### src/rtl/fetch_ctrl.sv
// rtl/fetch_ctrl.sv - instruction-fetch sequencer with init, redirect, halt and a one-entry output register
module fetch_ctrl #(
    parameter int                ADDR_W      = 4,
    parameter int                DATA_W      = 8,
    parameter logic [DATA_W-1:0] HALT_CODE   = 8'hFF,
    parameter int                INIT_CYCLES = 2
) (
    input  logic              clk,
    input  logic              rst,
    output logic              mem_rst,
    output logic [ADDR_W-1:0] mem_address,
    input  logic [DATA_W-1:0] mem_instruction,
    input  logic              run,
    input  logic              redirect,
    input  logic [ADDR_W-1:0] redirect_addr,
    output logic [DATA_W-1:0] ir,
    output logic [ADDR_W-1:0] ir_pc,
    output logic              ir_valid,
    input  logic              ir_ready,
    output logic              halted
);

    localparam logic [1:0] ST_INIT  = 2'd0;
    localparam logic [1:0] ST_FETCH = 2'd1;
    localparam logic [1:0] ST_HALT  = 2'd2;

    localparam int              CNT_W     = (INIT_CYCLES > 1) ? $clog2(INIT_CYCLES) : 1;
    localparam logic [CNT_W-1:0] INIT_LAST = CNT_W'(INIT_CYCLES - 1);

    logic [1:0]        state;
    logic [CNT_W-1:0]  init_cnt;
    logic [ADDR_W-1:0] pc;
    logic              capture;
    logic              accept;

    // Capture only when the output register is empty or being drained this edge.
    assign capture = (state == ST_FETCH) && run && !redirect && (!ir_valid || ir_ready);
    assign accept  = ir_valid && ir_ready;

    // Memory-side outputs come straight from registers so no input can ripple into them.
    assign mem_rst     = (state == ST_INIT);
    assign mem_address = pc;

    always_ff @(posedge clk or negedge rst) begin
        if (!rst) begin
            state    <= ST_INIT;
            init_cnt <= '0;
            pc       <= '0;
            ir       <= '0;
            ir_pc    <= '0;
            ir_valid <= 1'b0;
            halted   <= 1'b0;
        end else begin
            case (state)
                ST_INIT: begin
                    if (init_cnt == INIT_LAST) begin
                        state    <= ST_FETCH;
                        init_cnt <= '0;
                    end else begin
                        init_cnt <= init_cnt + CNT_W'(1);
                    end
                end
                ST_FETCH: begin
                    if (redirect) begin
                        // A flush wins over a same-edge acceptance: the entry is dropped, not delivered.
                        pc       <= redirect_addr;
                        ir_valid <= 1'b0;
                    end else if (capture) begin
                        ir       <= mem_instruction;
                        ir_pc    <= pc;
                        ir_valid <= 1'b1;
                        pc       <= pc + ADDR_W'(1);
                        if (mem_instruction == HALT_CODE) begin
                            state  <= ST_HALT;
                            halted <= 1'b1;
                        end
                    end else if (accept) begin
                        ir_valid <= 1'b0;
                    end
                end
                ST_HALT: begin
                    if (redirect) begin
                        pc       <= redirect_addr;
                        ir_valid <= 1'b0;
                        halted   <= 1'b0;
                        state    <= ST_FETCH;
                    end else if (accept) begin
                        ir_valid <= 1'b0;
                    end
                end
                default: begin
                    state <= ST_INIT;
                end
            endcase
        end
    end

endmodule

### config.mk
export PLATFORM = sky130hd
export DESIGN_NAME = fetch_ctrl
export DESIGN_NICKNAME = d
export VERILOG_FILES = /design/src/rtl/fetch_ctrl.sv
export SDC_FILE = /design/constraint.sdc
export NUM_CORES = 1
export LEC_CHECK = 0
export ABC_CLOCK_PERIOD_IN_PS = 2100
export CAP_MARGIN = 10
export CORE_ASPECT_RATIO = 0.7
export CORE_MARGIN = 2
export CORE_UTILIZATION = 44
export DETAILED_ROUTE_END_ITERATION = 12
export PLACE_DENSITY_LB_ADDON = 0.25
export SLEW_MARGIN = 30
export SYNTH_ARGS = -nofsm -noshare
export SYNTH_HDL_FRONTEND = slang
export SYNTH_SLANG_ARGS = --single-unit
export TNS_END_PERCENT = 10
### constraint.sdc
create_clock -name clk -period 2.1 [get_ports clk]
set_input_delay 0.315 -clock clk [delete_from_list [all_inputs] [get_ports clk]]
set_output_delay 0.315 -clock clk [all_outputs]
set_load 0.05 [all_outputs]
==> out/results.md, run 1 <==
• 51.5% — part of the Yosys area used for sequential elements
• 0 — number of failing setup endpoints in the final timing report
• 2.44 mW — sum of internal, switching and leakage power
• 61.6 um — Die Span X
• 13.9 um — Routed wire per std cell
• 0.11 ns — clock transition at the register clock pins on the worst setup and hold paths after CTS
• 0.00217 mm2 — area of the placeable core
• buffers and inverters — kind of cell adding the most delay to the critical path
• 7.8% — Clock power frac
• 36 — Boundary Pins
• 0 ns — Final TNS setup
• 1.78 ns — data required time at the worst endpoint
• 0 — Resized cells post-CTS
• 0.859 — Final GP Congestion
• 19.0% — All-Layer GR Usage
• 0 — setup repair bufs after CTS
• 49.4% — share of total power consumed by net switching
• 35 — Port Buffers
• register — category of the worst setup path launch point
• 1 — CP Buf/Inv Count
• 1 — instance count on the critical path
• state[1]$_DFFE_PN0P_ — startpoint of the lowest-slack register-to-register path
• 0.00712 ns — Post-Route Skew
• no — unrepaired setup endpoints after global routing
• 47.0% — initial cell density of the core
• 0 — Hold-fix buffers, CTS
• 0 — count of inserted antenna diode cells
• clkdlybuf4s50_1, dfrtp_1, mux2_2, a21oi_1, inv_1 — most used cells in the layout excluding fill and tap cells
• 0 — max-cap viol count
• 150 — Total Nets Final
• 0.00102 mm2 — Synth Cell Area
• 14 — row count
• dfrtp_1, mux2_2, a21oi_1, ha_1, inv_1 — top cells by area, synth
• mem_address[0] — capture point of the worst path
• 0 — remaining global-route overflow
• 40.6% — Area Growth Syn to Fin
• 0.506 ns — pin slew with the least headroom to its limit
• 92.6% — final critical-path share of the clock period
• 3640 um — first-pass GRT wire length
• 3 — cts bufs inserted
• ir[5]$_DFFE_PN0P_ — R2R Path End
• 0 — Synthesis Warnings
• 1.21 mW — net switching power figure
• 11.5 um2 — Post-Syn Area per Cell
• 2230 um — Routed Wire Length
• 6 — Reg2Reg Depth
• 0.342 ns — hold_ws
• 4 — first drt pass iteration count
• 1 — H-tree levels
• 21 — total of flip-flops plus latches after synthesis
• 66.1% — final core area utilization
• 198 — Fillers
• clkbuf_4 — Clk Tree Root Cell
• 21 — Sinks on Clock Net
• input pin to async pin — worst min-delay path category
• 0 — max-slew violation total from the final report
• 66.1% — Slew Limit Headroom
• output port — Setup crit end kind
• built — TritonCTS clock tree
• 0 — DRT antenna net count
• 0.30 ns — source-to-sink clock delay at the later pin of the worst-skew pair
• clkdlybuf4s50_1 — most common cell after layout, fill and taps aside
• 0.597 nW — static leakage power
• 62.5% — fraction of power consumed by combinational cells
• 0.514 GHz — maximum clock frequency
• 17.2% — proportion of layout cells with a drive suffix above 1
• dfrtp_1 — largest area contributor in the netlist
• clkdlybuf4s50_1 — highest-delay cell along the critical path
• 1700 mW/mm2 — Pwr Density
• 2 — Longest Clk Path Bufs
• 44.3 um — die boundary height
• 0 — antenna violations before repair
• 1.24 mW — Int Power
• 0.00273 mm2 — Die Outline Area
• 47 — first-iteration detailed-routing DRC count
• complete, no violations — outcome
• 7 — CP Max Fanout
• 22 — largest net degree at the start of global routing
• 29.7% — proportion of power drawn by flip-flops and latches
• 51.5% — fraction of post-synthesis cell area in the top cell type by area
• 0 — Final Hold Violating Endpoints
• 1.94 ns — fin crit period
• register to output port — Setup CP Type
• 0.85 ns — Largest stage delay, worst path
• 110 — net count after synthesis
• 89 — Mapped Cells
• clkdlybuf4s50_1 — series of cell instances along the critical path
• 0.938 mV — Max IR drop VDD
• 800 — number of global-route vias before repair
• 0 — number of DRC violations after detailed routing
• 1730 um — detailed placer's ending HPWL
• 4.96 — Vias per Instance
• mem_address[0]$_DFFE_PN0P_ — Critical Path Source
• 0.36 ns — Register-to-Register Setup Slack
• 23 — number of different library cells in the post-synthesis netlist
• 793 — total number of vias
• 1.63 ns — arrival time at the worst endpoint
-- power groups by stage --
stage                     Combinational (mW)  Clock (mW)  Sequential (mW)
after global placement                  1.50           0            0.729
final                                   1.53       0.190            0.727
after floorplan                        0.484           0             1.29
after detailed placement                1.53           0            0.737
after CTS                               1.54       0.202            0.729
after global routing                    1.62       0.219            0.757
-- cells by family after synthesis --
logic type	after synthesis	share of synthesized area [%]
XOR/XNOR	1	0.858
flip-flops	21	51.5
AND/OR/NAND/NOR	18	9.80
adder cells (fa/ha/maj)	4	4.90
AO/OA/AOI/OAI	20	11.5
multiplexers	16	17.4
buffers and inverters	9	4.04
-- stage by stage --
| stage | std cells | instance area (um2) | worst slack [ns] |
|---|---|---|---|
| 2_1_floorplan | 89 | 1020 | 0.397 |
| 4_1_cts | 160 | 1440 | 0.142 |
| 3_5_place_dp | 156 | 1410 | 0.189 |
| 3_3_place_gp | 156 | 1410 | 0.233 |
| 5_1_grt | 160 | 1440 | 0.100 |
| 6_report | 160 | 1440 | 0.156 |
-- worst min-delay path by stage --
| stage | depth (start not counted) | slack, ns | endpoint |
|---|---|---|---|
| 6_report | 2 | 0.34 | mem_address[1]$_DFFE_PN0P_ |
| 5_1_grt | 2 | 0.35 | mem_address[1]$_DFFE_PN0P_ |
| 4_1_cts | 2 | 0.35 | mem_address[1]$_DFFE_PN0P_ |
| 3_5_place_dp | 1 | 0.48 | init_cnt$_DFFE_PN0N_ |
| 3_3_place_gp | 1 | 0.46 | init_cnt$_DFFE_PN0N_ |
| 2_1_floorplan | 0 | 0.02 | halted$_DFFE_PN0P_ |
-- worst reg2reg max path, stage by stage (launching register included) --
cell and delay, ns:
dfrtp_1 0.42, inv_1 0.09, ha_1 0.29, nand3b_1 0.15
nor2_1 0.12, buf_4 0.22, mux2_2 0.36
-- synthesized netlist by cell type, drive strengths merged --
master / count
nand2b: 1
nand4: 2
a41oi: 1
nor2: 3
a21oi: 10
ha: 4
a211oi: 1
o21ai: 3
o22ai: 3
a211o: 1
nand3b: 1
mux2i: 2
nor4: 1
nand2: 3
and3: 1
inv: 7
buf: 2
nand3: 4
o21a: 1
dfrtp: 21
nor2b: 2
mux2: 14
xor2: 1
-- routing by layer --
metal	up-vias	share of wire (%)	track usage [%]
met5	-	0	0
li1	399	-	-
met2	25	44	28.4
met1	365	48	25.6
met4	0	1.2	6.38
met3	4	6.4	7.02
-- sequential cells by signal (all words and copies together), names as in the netlist --
| signal | count |
|---|---|
| init_cnt | 1 |
| ir_valid | 1 |
| halted | 1 |
| mem_address | 4 |
| state | 2 |
| ir_pc | 4 |
| ir | 8 |
-- cell type report --
cell class / instances / area [um2] / share of cell area, %
Clock buffer: 4 / 26.3 / 1.83
Inverter: 7 / 26.3 / 1.83
Multi-Input combinational cell: 59 / 454 / 31.6
Sequential cell: 21 / 526 / 36.6
Tap cell: 32 / 40.0 / 2.79
Timing Repair Buffer: 37 / 363 / 25.3
Note: power is estimated with default switching activity, not from simulation.
==> run 2, diff against run 1 <==
PLACE_DENSITY_LB_ADDON = 0.1   (was 0.25)
==> out/results.md, run 2 (synthesis gave the netlist of run 1 again) <==
• 0 — setup repair bufs after CTS
• clkdlybuf4s50_1 — series of cell instances along the critical path
• 0.00816 ns — Post-Route Skew
• no — unrepaired setup endpoints after global routing
• 5.13 — Vias per Instance
• 0.35 ns — Register-to-Register Setup Slack
• 22 — largest net degree at the start of global routing
• 0.00273 mm2 — Die Outline Area
• 65.6% — Slew Limit Headroom
• 806 — number of global-route vias before repair
• 66.1% — final core area utilization
• 22 — first-iteration detailed-routing DRC count
• 18.9% — All-Layer GR Usage
• register — category of the worst setup path launch point
• 156 — DP Cell Count
• 91.1% — final critical-path share of the clock period
• 17.2% — proportion of layout cells with a drive suffix above 1
• buffers and inverters — kind of cell adding the most delay to the critical path
• 0.188 ns — Setup WS post-layout
• 0.00217 mm2 — area of the placeable core
• 36 — Boundary Pins
• clkdlybuf4s50_1, dfrtp_1, mux2_2, a21oi_1, inv_1 — most used cells in the layout excluding fill and tap cells
• 0 — max-slew violation total from the final report
• 0.193 ns — pre-CTS worst setup slack
• 4 — first drt pass iteration count
• output port — Setup crit end kind
• 1.91 ns — fin crit period
• 1 — H-tree levels
• clkbuf_4 — Clk Tree Root Cell
• 3 — cts bufs inserted
• 0 — max-cap viol count
• 13.9 um — Routed wire per std cell
• 0 — Resized cells post-CTS
• complete, no violations — outcome
• 0 — remaining global-route overflow
• 0.84 ns — Largest stage delay, worst path
• 0 ns — Final TNS setup
• 0 — number of failing setup endpoints in the final timing report
• 21 — Sinks on Clock Net
• input pin to async pin — worst min-delay path category
• 0.30 ns — source-to-sink clock delay at the later pin of the worst-skew pair
• ir — largest reg by FF count
• 14 — row count
• 0 — Hold-fix buffers, CTS
• 0.00141 mm2 — post-placement cell area
• 3670 um — first-pass GRT wire length
• 0.597 nW — static leakage power
• 1 — CP Buf/Inv Count
• 0 — number of DRC violations after detailed routing
• 2230 um — Routed Wire Length
• 454 um2 — area of the multi-input gates
• 8 — max reg flops
• 0 — Final Hold Violating Endpoints
• state[1]$_DFFE_PN0P_ — startpoint of the lowest-slack register-to-register path
• ir[5]$_DFFE_PN0P_ — R2R Path End
• 47.0% — initial cell density of the core
• 6 — Reg2Reg Depth
• 197 — Fillers
• 2 — Longest Clk Path Bufs
• 0.00144 mm2 — cell area after layout
• 0.523 GHz — maximum clock frequency
• 1.78 ns — data required time at the worst endpoint
• register to output port — Setup CP Type
• 0.11 ns — clock transition at the register clock pins on the worst setup and hold paths after CTS
• 61.6 um — Die Span X
• 820 — total number of vias
• 1700 mW/mm2 — Pwr Density
• 0 — count of inserted antenna diode cells
• 35 — Port Buffers
• 150 — Total Nets Final
• 1730 um — detailed placer's ending HPWL
• clkdlybuf4s50_1 — highest-delay cell along the critical path
• clkdlybuf4s50_1 — most common cell after layout, fill and taps aside
• 0 — antenna violations before repair
• 526 um2 — Seq. cell area
• 1.60 ns — arrival time at the worst endpoint
• 0.970 mV — Max IR drop VDD
• 44.3 um — die boundary height
• 0 — DRT antenna net count
• 0.515 ns — pin slew with the least headroom to its limit
• 7 — CP Max Fanout
• 160 — Cell Count, Final, Fillers Out
• built — TritonCTS clock tree
• 40.6% — Area Growth Syn to Fin
• 0.829 — Final GP Congestion
-- run 2: cell counts in the layout (fill, tap and decap cells not counted) --
Identical to the previous run, type by type.
-- run 2: routing by layer --
metal | vias up | global-route usage (%) | share of wire [%]
li1 | 401 | - | -
met1 | 393 | 26.7 | 48
met2 | 24 | 28.2 | 46
met3 | 2 | 5.26 | 5.2
met4 | 0 | 6.38 | 0.81
met5 | - | 0 | 0
-- run 2: area by class of cell --
class,instances,area share [%]
inverters,7,1.83
flip-flops and latches,21,36.6
repair buffers,37,25.3
multi-input cells,59,31.6
clock buffers,4,1.83
well taps,32,2.79
-- run 2: worst register-to-register path, cell delays in order, from the launching register on --
cell and delay [ns]:
dfrtp_1 0.43, inv_1 0.09, ha_1 0.27, nand3b_1 0.15
nor2_1 0.13, buf_4 0.21, mux2_2 0.35
-- run 2: worst max-delay path by stage --
stage,startpoint,to,slack [ns],cells after the start
finish,mem_address[0]$_DFFE_PN0P_,mem_address[0],0.19,1
global route,mem_address[0]$_DFFE_PN0P_,mem_address[0],0.10,1
CTS,mem_address[0]$_DFFE_PN0P_,mem_address[0],0.17,1
detailed placement,redirect,ir[5]$_DFFE_PN0P_,0.19,5
global placement,redirect,ir[7]$_DFFE_PN0P_,0.22,5
floorplan,ir_valid$_DFFE_PN0P_,mem_address[1]$_DFFE_PN0P_,0.40,5
-- run 2: through the flow --
step                hold slack [ns]  total power, mW
floorplan                    0.0194             1.78
global route                  0.358             2.59
finish                        0.344             2.44
global placement              0.456             2.23
detailed placement            0.477             2.27
CTS                           0.347             2.46
-- run 2: where the power goes --
| group | switching (mW) | total, mW | internal [mW] |
|---|---|---|---|
| Clock | 0.112 | 0.186 | 0.0739 |
| Combinational | 0.956 | 1.53 | 0.574 |
| Sequential | 0.133 | 0.723 | 0.590 |
| Total | 1.20 | 2.44 | 1.24 |
==> run 3, diff against run 2 <==
CAP_MARGIN = 20   (was 10)
==> results of run 3 <==
No change in the layout: final DEF, timing and power equal those of run 2.
